--- src/rtl/sudoku_group_check.sv ---
// Combinational check of one Sudoku group: passes when its N cells hold 1..N exactly once.
module sudoku_group_check #(
  parameter int N  = 9,
  parameter int CW = 4
) (
  input  logic [CW-1:0] cells [N],
  output logic          pass
);

  function automatic logic has_digit(input logic [CW-1:0] c [N], input logic [CW-1:0] d);
    logic hit;
    hit = 1'b0;
    for (int i = 0; i < N; i++) begin
      if (c[i] == d) hit = 1'b1;
    end
    return hit;
  endfunction

  // N cells covering all N digits forces them nonzero, in range and distinct.
  always_comb begin
    pass = 1'b1;
    for (int d = 1; d <= N; d++) begin
      pass = pass & has_digit(cells, CW'(d));
    end
  end

endmodule

--- config.mk ---
export PLATFORM = sky130hd
export DESIGN_NAME = sudoku_group_check
export DESIGN_NICKNAME = d
export VERILOG_FILES = /design/src/rtl/sudoku_group_check.sv
export SDC_FILE = /design/constraint.sdc
export NUM_CORES = 1
export LEC_CHECK = 0
export BUFFER_PORTS_ARGS = -buffer_cell sky130_fd_sc_hd__buf_2
export CAP_MARGIN = 20
export CELL_PAD_IN_SITES_DETAIL_PLACEMENT = 1
export CELL_PAD_IN_SITES_GLOBAL_PLACEMENT = 1
export CORE_MARGIN = 2
export CORE_UTILIZATION = 25
export DETAILED_ROUTE_END_ITERATION = 12
export PLACE_DENSITY_LB_ADDON = 0.25
export RECOVER_POWER = 100
export SLEW_MARGIN = 20
export SYNTH_ARGS = -nofsm -noshare
export SYNTH_HDL_FRONTEND = slang
export SYNTH_SLANG_ARGS = --single-unit
--- constraint.sdc ---
create_clock -name vclk -period 1.66
set_clock_uncertainty 0.2 [all_clocks]
set_input_delay 0.249 -clock vclk [all_inputs]
set_output_delay 0.249 -clock vclk [all_outputs]
set_load 0.02 [all_outputs]
==> key figures <==
Status
  – Status: complete, but fails checks
  – Failing checks: setup timing

Synthesis
  – Synthesis Warnings: 0
  – XOR/XNOR Fraction of Synth Area: 0%
  – Post-synthesis mux area share: 0%
  – Largest family of logic cells by synthesized area: simple AND/OR/NAND/NOR gates
  – Distinct cells, synth: 19
  – Mapped Cells: about 120
  – Area share of the largest cell type after synthesis: 32.6%
  – Area of the mapped netlist: ~950 µm²
  – Compound-Gate Fraction of Synth Area: under 10%
  – Syn nets: 152
  – Post-Synth Simple-Gate Area: 92.8%
  – Syn_area_per_cell: 8.20 µm²
  – Ranking of synthesized cells by area: nor4bb_1 33%, nor4b_1 30%, nor4_1 9.2%
  – Post-synthesis adder-cell area fraction: 0%
  – Synth area leader: nor4bb_1
  – Seq/Total Area, Yosys: 0%

GRT
  – GRT Util Overall: between 20% and 30%
  – Largest net degree at the start of global routing: 10
  – Vias in the first global route: 1467
  – Initial antenna violation count: 0
  – First-pass GRT wire length: between 7 and 8 mm
  – Congestion Overflow GR: 0

Die
  – Die H: 65.7 µm
  – Placement Rows: 22
  – Core box area: 3660 µm²
  – Num ports: 37
  – Die Span X: 65.7 µm
  – Die area: about 4300 µm²
  – Initial Util: 26.0%

Power
  – Comb power frac: 100.0%
  – Share of total power in the clock network: 0%
  – Sw Pwr: 259 µW
  – Internal power: 291 µW
  – Switching part of the total power: between 40% and 50%
  – VDD IR max: 0.112 mV
  – Lkg Pwr: 0.000918 µW
  – PwrDens: 238 nW/µm²
  – Sequential Power Share: 0%

STA
  – RSZ-0062 raised after global routing: true
  – Setup violators final: 1
  – Hold Slack: approximately 900 ps
  – Final Hold Vio Count: 0
  – Tightest Pin Transition: 483 ps
  – Final WS setup: -348 ps
  – Period utilization: 121%
  – Slew Limit Fails: 0
  – Final Critical Period: 2010 ps
  – Peak Freq: approximately 0.50 GHz
  – Slew margin rel.: 67.5%

Layout
  – Commonest non-fill, non-tap cell in the layout: buf_4
  – Most frequent cells in the layout: 31 x buf_4, 24 x nor4bb_4, 18 x nor4b_2
  – Share of post-route cells with drive strength above 1: 72.8%
  – Area grow syn2layout: 143%
  – FFs & Latches: 0
  – Fillers: 366
  – # diodes: 0
  – Register area: 0 µm²
  – Final Instance Area: 2310 µm²
  – Fin nets: 218
  – Clock buffers: 0

Routing
  – Initial DRT Pass Iterations: 4
  – Drt wl/cell: around 24 µm
  – DRT iter0 DRCs: 53
  – Via Count: about 1500
  – Routed wire length: approximately 5.4 mm
  – DR DRC count: 0
  – Post-route ant nets: 0
  – DR vias/cell: 6.39

Critical path
  – CP Launch Type: input pin
  – Crit path kind: input pin to output pin
  – Maximum fanout along the worst path: 8
  – Critical Path AT: 1560 ps
  – Worst EP required: 1210 ps
  – Crit end category: output pin

Place
  – Post-DP Area: 1420 µm²
  – Detailed Place HPWL: 3.30 mm
  – RePlAce Congestion: 0.836
  – Pre-CTS WS: -418 ps
  – IO buf count: 37

Flow run
  – Max-cap violations: 0

Worst hold path
  – Hold crit path type: input pin to output pin

Clock tree
  – Hold buffer count at CTS: 0
## through the flow
step | util [%] | std cells | setup TNS (ps) | total power [µW]
after CTS | 56.9 | 226 | -264 | 470
after global routing | 63.2 | 228 | -456 | 577
after floorplan | - | 116 | 0 | 121
after global placement | 38.9 | 227 | -461 | 293
after detailed placement | 38.9 | 227 | -418 | 307
final | 63.2 | 228 | -348 | 550
## cell usage after synthesis (all sizes together)
library cell  number
inv                2
and4               2
nand2              3
nor2               2
nand3              5
nor4              14
nand4b             8
and4bb             2
nand2b             2
nor4b             33
o32ai              1
o211ai             1
o311ai             3
buf                1
nor3               4
nand4              1
a31oi              1
nor4bb            31
## critical path: stages
cell and delay (ps):
buf_12 110, buf_4 130, nor4bb_2 170, nor4_1 380, o311ai_1 170, nand4_1 160
nor3_4 60, buf_6 130
## routing by layer
metal	up-vias	share of wire [%]	global-route usage, %
li1	689	-	-
met1	720	39	26.9
met2	41	55	40.0
met3	8	4.1	1.03
met4	0	2.3	4.43
met5	-	0	0
## power by group through the flow
stage	Sequential [µW]	Clock (µW)	Combinational, µW
floorplan	0	0	121
global route	0	0	577
detailed placement	0	0	307
finish	0	0	550
CTS	0	0	470
global placement	0	0	293
## path summary, 6_finish.rpt
path / from / end / slack [ps] / cells past startpoint
setup / recovery: cells[16] / pass / -350 / 8
hold / removal: cells[35] / pass / 900 / 5
## final cells by class
| class | count | area [µm²] | share of cell area, % |
|---|---|---|---|
| inverters | 2 | 7.51 | 0.324 |
| multi-input cells | 113 | 1650 | 71.5 |
| repair buffers | 65 | 592 | 25.6 |
| well taps | 48 | 60.1 | 2.60 |
## what timing repair did
item | CTS | global route
buffers inserted | 1 | 2
setup endpoints to repair | 1 | 1
gates resized for setup | 119 | 38
pin swaps | 19 | 10
## logic make-up (layout without fill, tap and decap cells)
family,Yosys count,count (layout)
simple gates,107,107
compound gates,6,6
buf+inv,3,67
(Power assumes the default switching activity.)
